## src/rtl/uart_tx_word_unpacker.sv

```systemverilog
// Sends each 32-bit FIFO word as four back-to-back UART frames (8N1, or 8E1 when
// UART_TX_PARITY_EN is defined). BYTE_ORDER selects which end of the word goes first.
module uart_tx_word_unpacker #(
  parameter int unsigned BAUD_DIV   = 868,
  parameter              BYTE_ORDER = "LSB_FIRST"
) (
  input  logic        clk,
  input  logic        rst,
  input  logic [31:0] fifo_rd_data,
  input  logic        fifo_empty,
  output logic        fifo_rd_en,
  input  logic        tx_en,
  output logic        uart_tx,
  output logic        busy,
  output logic        word_done
);

  localparam int unsigned    BW        = (BAUD_DIV > 1) ? $clog2(BAUD_DIV) : 1;
  localparam logic [BW-1:0]  BAUD_LAST = BW'(BAUD_DIV - 1);
  localparam bit             MSB_FIRST = (BYTE_ORDER == "MSB_FIRST");

  typedef enum logic [2:0] {
    IDLE,
    START,
    DATA,
`ifdef UART_TX_PARITY_EN
    PARITY,
`endif
    STOP
  } state_t;

  state_t        state_q, state_d;
  logic [BW-1:0] baud_q, baud_d;
  logic [2:0]    bit_q, bit_d;
  logic [1:0]    byte_q, byte_d;
  logic [31:0]   word_q, word_d;
  logic          baud_last;
  logic          pop;
  logic [1:0]    byte_sel;
  logic [7:0]    cur_byte;

  assign baud_last = (baud_q == BAUD_LAST);
  assign pop       = (state_q == IDLE) && tx_en && !fifo_empty && !rst;
  // For MSB_FIRST, byte k comes from lane 3-k, which is the bitwise inverse of k.
  assign byte_sel  = MSB_FIRST ? ~byte_q : byte_q;
  assign cur_byte  = word_q[{byte_sel, 3'b000} +: 8];

  assign fifo_rd_en = pop;
  assign busy       = (state_q != IDLE);
  assign word_done  = (state_q == STOP) && baud_last && (byte_q == 2'd3) && !rst;

  always_ff @(posedge clk) begin
    if (rst) begin
      state_q <= IDLE;
      baud_q  <= '0;
      bit_q   <= '0;
      byte_q  <= '0;
      word_q  <= '0;
    end else begin
      state_q <= state_d;
      baud_q  <= baud_d;
      bit_q   <= bit_d;
      byte_q  <= byte_d;
      word_q  <= word_d;
    end
  end

  always_comb begin
    state_d = state_q;
    bit_d   = bit_q;
    byte_d  = byte_q;
    word_d  = word_q;
    uart_tx = 1'b1;
    // The baud counter restarts on every bit/state change and never passes BAUD_LAST.
    baud_d  = (state_q == IDLE || baud_last) ? '0 : baud_q + BW'(1);
    case (state_q)
      IDLE: begin
        if (pop) begin
          word_d  = fifo_rd_data;
          byte_d  = '0;
          bit_d   = '0;
          state_d = START;
        end
      end
      START: begin
        uart_tx = 1'b0;
        if (baud_last) begin
          bit_d   = '0;
          state_d = DATA;
        end
      end
      DATA: begin
        uart_tx = cur_byte[bit_q];
        if (baud_last) begin
          if (bit_q == 3'd7) begin
`ifdef UART_TX_PARITY_EN
            state_d = PARITY;
`else
            state_d = STOP;
`endif
          end else begin
            bit_d = bit_q + 3'd1;
          end
        end
      end
`ifdef UART_TX_PARITY_EN
      PARITY: begin
        uart_tx = ^cur_byte;
        if (baud_last) state_d = STOP;
      end
`endif
      STOP: begin
        uart_tx = 1'b1;
        if (baud_last) begin
          if (byte_q == 2'd3) begin
            state_d = IDLE;
          end else begin
            byte_d  = byte_q + 2'd1;
            state_d = START;
          end
        end
      end
      default: state_d = IDLE;
    endcase
  end

endmodule

```

## config.mk

```make
export PLATFORM = sky130hd
export DESIGN_NAME = uart_tx_word_unpacker
export DESIGN_NICKNAME = d
export VERILOG_FILES = /design/src/rtl/uart_tx_word_unpacker.sv
export SDC_FILE = /design/constraint.sdc
export NUM_CORES = 1
export LEC_CHECK = 0
export ABC_CLOCK_PERIOD_IN_PS = 1800
export CAP_MARGIN = 20
export CORE_ASPECT_RATIO = 2
export CORE_UTILIZATION = 45
export CTS_CLUSTER_SIZE = 20
export DETAILED_ROUTE_END_ITERATION = 10
export HOLD_SLACK_MARGIN = 0.15
export PLACE_DENSITY_LB_ADDON = 0.12
export SLEW_MARGIN = 40
export SYNTH_ARGS = -nofsm -noshare
export SYNTH_HDL_FRONTEND = slang
export SYNTH_SLANG_ARGS = --single-unit
```

## constraint.sdc

```tcl
create_clock -name clk -period 1.8 [get_ports clk]
set_input_delay 0.18 -clock clk [delete_from_list [all_inputs] [get_ports clk]]
set_output_delay 0.18 -clock clk [all_outputs]
set_load 0.1 [all_outputs]
```

==> impl_metrics.tcl, run 1 <==
set metrics [dict create \
    synth_xor_area_frac 0.0284 \
    synth_fa_ha_area_frac 0.0406 \
    ant_nets 0 \
    relSlewSlack 0.775 \
    drive_gt1_frac 0.199 \
    status "complete, but fails checks" \
    peakVddDrop_v 0.000896 \
    maxCapViolations 0 \
    path_clk_slew_ps 80 \
    clock_sinks 49 \
    grt_overflow 0 \
    total_leakage_power_nw 1.14 \
    cts.htree.levels 2 \
    synth-simple-area-share 0.265 \
    crit_path_end_kind "output pin" \
    net-switching-power_mw 1.05 \
    hold_class "primary input to register" \
    clk_path_buf_depth 2 \
    coreArea_um2 5230 \
    cp.required_ps 1620 \
    yosys-top-cells-area "dfxtp_1 (40%), nand2b_1 (8.4%), o21ai_0 (7.1%), nand2_1 (6.1%), mux4_1 (4.3%)" \
    worst_r2r_startpoint "bit_q[1]" \
    place_area_um2 3090 \
    synth_seq_area_share 0.398 \
    synth_nets 319 \
    fin_crit_ps 2130 \
    synth_cells 275 \
    root_buffer "clkbuf_8" \
    core.rowCount 37 \
    clockPowerShare 0.243 \
    via_count 2093 \
    clk_latency_ps 300 \
    synth_ff_type "dfxtp_1" \
    grt_pass1_wl_um 9030 \
    rsz0062_at_grt "yes" \
    maxSlewViolCount 0 \
    hp-start "fifo_rd_data[18]" \
    min_to "word_q[18]" \
    antenna_found_initial 0 \
    postSynth.asyncResetShare 0 \
    synth.mux.area_fraction 0.0984 \
    grtUsageTotal 0.212 \
    switching_share 0.333 \
    die_y_um 107 \
    grt_max_degree 42 \
    syn_to_final_growth_pct 32.4 \
    dr.pass1.iters 4 \
    violations "setup timing" \
    synth-compound-area-share 0.125 \
    dp.final_hpwl_um 4160 \
    post-route-period-util 1.18 \
    r2r_cells 6 \
    final_nets 370 \
    skew_ps 5.26 \
    synth_top_cell_area_share 0.398 \
    wl_per_cell_um 14.5 \
    avgSynthCellArea_um2 8.97 \
    die_w_um 54.4 \
    via_per_inst 5.45 \
    cts_made_buffers 5 \
    route.detailed.drc 0 \
    worst-path-max-fanout 13 \
    path_cells "mux2i_2, mux4_2, a21oi_2, and4_4, buf_12" \
    ys_seq_elements 49 \
    cts_tree "done" \
    rr_endpoint "state_q[0]" \
    die-area_um2 5800 \
    synth_area_um2 2470 \
    n_antenna_cell 0 \
    port_buffers 39 \
    yosys_warnings 0 \
    wirelength_um 5560 \
    synth_top_family_by_area "simple AND/OR/NAND/NOR gates" \
    setup_viol 1 \
    cpPeakStageDelay_ps 470 \
    sequentialPowerShare 0.400 \
    whs_ps 411 \
    critical_path.slowest_cell "mux4_2" \
    worstMarginPinSlew_ps 334 \
    fin_util 0.624 \
    p_comb_frac 0.357 \
    whs_path_depth 3 \
    drtIter0Drc 40 \
    design_area_um2 3270 \
    crit_arrival_ps 1950 \
    yosysMostFrequentCell "dfxtp_1" \
    crit_type "register to output pin" \
    synth_edf_count 0 \
    yosys-top-cells-count "dfxtp_1 (49), nand2_1 (40), o21ai_0 (35), nand2b_1 (33), nor2_1 (13)" \
    powerDensity_nw_per_um2 961 \
    start_util 0.472 \
    p_int_mw 2.10 \
    reg2reg_slack_ps 120 \
    start_kind "register" \
    finalHoldViolCount 0 \
    synth_area_leader_cell "dfxtp_1" \
    finalWorstSetupSlack_ps -327 \
    synth_cell_types 36 \
    fmax_ghz 0.470 \
    fill_cells 463 \
    ios 40 \
    gp_congestion 0.803 \
    grt_pass1_vias 2034 \
]
[how the worst max path moves through the flow]
stage | slack, ps | startpoint | to
floorplan | -100 | baud_q[0] | word_done
global placement | -100 | fifo_empty | bit_q[2]
detailed placement | -140 | byte_q[0] | uart_tx
CTS | -340 | byte_q[0] | uart_tx
global route | -400 | byte_q[0] | uart_tx
finish | -330 | byte_q[1] | uart_tx
[flip-flops by register name, indices dropped and copies added (netlist names)]
signal / flops
baud_q: 10
bit_q: 3
byte_q: 2
state_q: 2
word_q: 32
[cells in the final DEF, fill, tap and decap left out, types with 5 or more instances in the layout]
cell type        netlist  routed
buf_12                 0       7
nand4b_1               5       5
clkdlybuf4s50_1        0      35
o21ai_0               35      15
a21oi_1                7       6
mux2i_1                7       6
nand2b_1              33      33
xnor2_1                6       6
clkbuf_8               0       5
buf_4                  5      18
dfxtp_1               49      43
nand3_1                7       6
nand2_1               40      40
mux4_2                 3       6
o21ai_1                0      20
nor2_1                13      13
[layout make-up]
type                            instances  area, um^2  area share
Inverter                                3        15.0     0.00460
Multi-Input combinational cell        206        1450       0.442
Sequential cell                        49         993       0.304
Clock buffer                            5        68.8      0.0211
Tap cell                               58        72.6      0.0222
Timing Repair Buffer                   61         637       0.195
Clock inverter                          2        35.0      0.0107
[per-stage QoR]
stage,TNS (ps),total power [mW],worst slack [ps],std cells
6_report,-327,3.14,-327,384
2_1_floorplan,-1340,1.98,-104,275
3_5_place_dp,-759,2.33,-136,373
5_1_grt,-408,3.29,-401,384
4_1_cts,-340,3.15,-340,383
3_3_place_gp,-834,2.32,-97.1,373
[power groups by stage]
stage,sequential (mW),combinational [mW],clock (mW)
detailed placement,1.28,1.06,0
CTS,1.26,1.10,0.791
floorplan,1.25,0.727,0
global placement,1.28,1.04,0
finish,1.26,1.12,0.764
global route,1.27,1.20,0.818
[critical path: cells and delay by family (launching register included)]
family / cells / cell delay (ps)
compound gates: 1 / 140
buf+inv: 1 / 170
flops: 1 / 420
mux: 2 / 650
simple gates: 1 / 260
[cell families after synthesis]
logic type | after synthesis
AOI/OAI and AO/OA | 52
xor gates and xnor gates | 8
adders and majority gates | 8
buffers and inverters | 20
DFF | 49
muxes | 14
and+or+nand+nor | 124
[per-layer routing]
| metal | wire, um | up-vias | track usage |
|---|---|---|---|
| met2 | 3300 | 33 | 0.398 |
| li1 | - | 1057 | - |
| met3 | 95 | 6 | 0.0298 |
| met5 | 0 | - | 0 |
| met1 | 2100 | 997 | 0.220 |
| met4 | 77 | 0 | 0.0751 |
[what timing repair did]
item | 4_1_cts | 5_1_grt
hold buffers | 0 | 0
buffers inserted | 4 | 1
setup endpoints to repair | 3 | 6
cloned | 0 | 0
resized for setup | 19 | 3
pin swaps | 4 | 4
(Power assumes the default switching activity.)
==> inputs of run 2 (changes only) <==
CTS_BUF_LIST = sky130_fd_sc_hd__clkbuf_16   (was unset)
HOLD_SLACK_MARGIN = unset   (was 0.15)
PLACE_DENSITY = 0.69   (was unset)
PLACE_DENSITY_LB_ADDON = unset   (was 0.12)
==> run 2 against run 1 <==
The run still ends with setup timing left. Combinational power barely moved. Hold slack improved by 31 ps. First-iteration DRC count fell by 28%. Cell area rose by 1.2%. Critical path type unchanged. Highest routed layer unchanged.
==> impl_metrics.tcl, run 2 (same netlist as run 1, synthesis figures left out) <==
set metrics [dict create \
    violations "setup timing" \
    grt_overflow 0 \
    post-place-ws_ps -119 \
    grt_max_degree 42 \
    dp.final_hpwl_um 4030 \
    powerDensity_nw_per_um2 985 \
    fin_total_pwr_mw 3.26 \
    die_w_um 54.4 \
    setup_viol 1 \
    post-route-period-util 1.19 \
    worstMarginPinSlew_ps 500 \
    worst-path-max-fanout 3 \
    ios 40 \
    rsz0062_at_grt "yes" \
    finalHoldViolCount 0 \
    fin_crit_ps 2150 \
    fmax_ghz 0.466 \
    crit_type "register to output pin" \
    start_kind "register" \
    final_nets 373 \
    drtIter0Drc 29 \
    root_buffer "clkbuf_16" \
    cts_made_buffers 5 \
    via_per_inst 5.39 \
    cpPeakStageDelay_ps 510 \
    clk_latency_ps 280 \
    critical_path.slowest_cell "mux4_2" \
    ant_nets 0 \
    clock_sinks 49 \
    place_area_um2 3090 \
    wl_per_cell_um 13.9 \
    grt_pass1_wl_um 8590 \
    wirelength_um 5400 \
    crit_arrival_ps 1970 \
    cts_tree "done" \
    cp.required_ps 1620 \
    peakVddDrop_v 0.00100 \
    layout_common_cells "dfxtp_1 (42), nand2_1 (40), clkdlybuf4s50_1 (35), nand2b_1 (33)" \
    dp_cells 374 \
    finalWorstSetupSlack_ps -346 \
    gp_congestion 0.755 \
    path_clk_slew_ps 60 \
    antenna_found_initial 0 \
    port_buffers 39 \
    coreArea_um2 5230 \
    top_regs "word_q x32, baud_q x10, bit_q x3" \
    syn_to_final_growth_pct 34.0 \
    die-area_um2 5800 \
    core.rowCount 37 \
    regMostFlops "word_q" \
    drive_gt1_frac 0.195 \
    dr.pass1.iters 6 \
    n_antenna_cell 0 \
    path_cells "buf_6, mux4_2, mux2i_4, nand4b_1, and4_4, buf_12" \
    grtUsageTotal 0.203 \
    via_count 2085 \
    final_cells 387 \
    hold_class "primary input to register" \
    status "complete, but fails checks" \
    grt_pass1_vias 1934 \
    clk_path_buf_depth 2 \
    maxSlewViolCount 0 \
    relSlewSlack 0.664 \
    largest_reg_flops 32 \
    total_leakage_power_nw 1.17 \
    skew_ps 5.11 \
    route.detailed.drc 0 \
    fill_cells 456 \
    start_util 0.472 \
    final_common_cell "dfxtp_1" \
    die_y_um 107 \
    crit_path_end_kind "output pin" \
    maxCapViolations 0 \
    design_area_um2 3310 \
    timing.setup.tns_ps -346 \
    cts.htree.levels 2 \
]
## run 2: cell count changes in the layout (fill, tap and decap cells not counted), moves of 2 or more
cell / delta
buf_4: +2
clkbuf_16: +5
ha_1: +2
clkbuf_8: -5
dfxtp_2: +2
## run 2: report_power, final
group / internal, mW / total [mW] / switching (mW)
combinational: 0.525 / 1.13 / 0.601
clock: 0.498 / 0.874 / 0.376
sequential: 1.19 / 1.25 / 0.0674
## run 2: per-layer routing
layer,track usage,vias to the layer above,part of all wire
met5,0,-,0
met4,0.0989,0,0.025
met3,0.0298,9,0.023
met2,0.361,47,0.56
met1,0.216,963,0.40
li1,-,1066,-
## run 2: final timing paths
check | startpoint | end | slack (ps) | cells after the start
min | fifo_rd_data[26] | word_q[26] | 440 | 3
max reg2reg | bit_q[1] | state_q[0] | 170 | 6
min reg2reg | word_q[27] | word_q[27] | 460 | 2
max | byte_q[0] | uart_tx | -350 | 6
## run 2: critical path, delay by kind of cell (launching register included)
family,cells,cell delay [ps]
and+or+nand+nor,2,330
DFF,1,370
buffers and inverters,2,260
muxes,2,710
## run 2: through the flow
stage	hold slack (ps)	utilization
detailed placement	455	0.590
CTS	439	0.623
finish	443	0.632
floorplan	289	-
global placement	450	0.590
global route	449	0.632
## run 2: repair_timing
| item | in CTS | in global routing |
|---|---|---|
| setup endpoints to repair | 3 | 4 |
| cloned | 0 | 0 |
| pin swaps | 3 | 5 |
| hold buffers | 0 | 0 |
| buffers inserted | 1 | 5 |
| hold endpoints to repair | 0 | 0 |
| resized for setup | 10 | 11 |
## run 2: area by class of cell
class / count / area [um^2] / area share
clock buffers: 5 / 125 / 0.0379
clock inverters: 2 / 7.51 / 0.00227
inverters: 3 / 15.0 / 0.00454
multi-input cells: 206 / 1430 / 0.431
flip-flops and latches: 49 / 992 / 0.300
well taps: 58 / 72.6 / 0.0220
repair buffers: 64 / 667 / 0.202
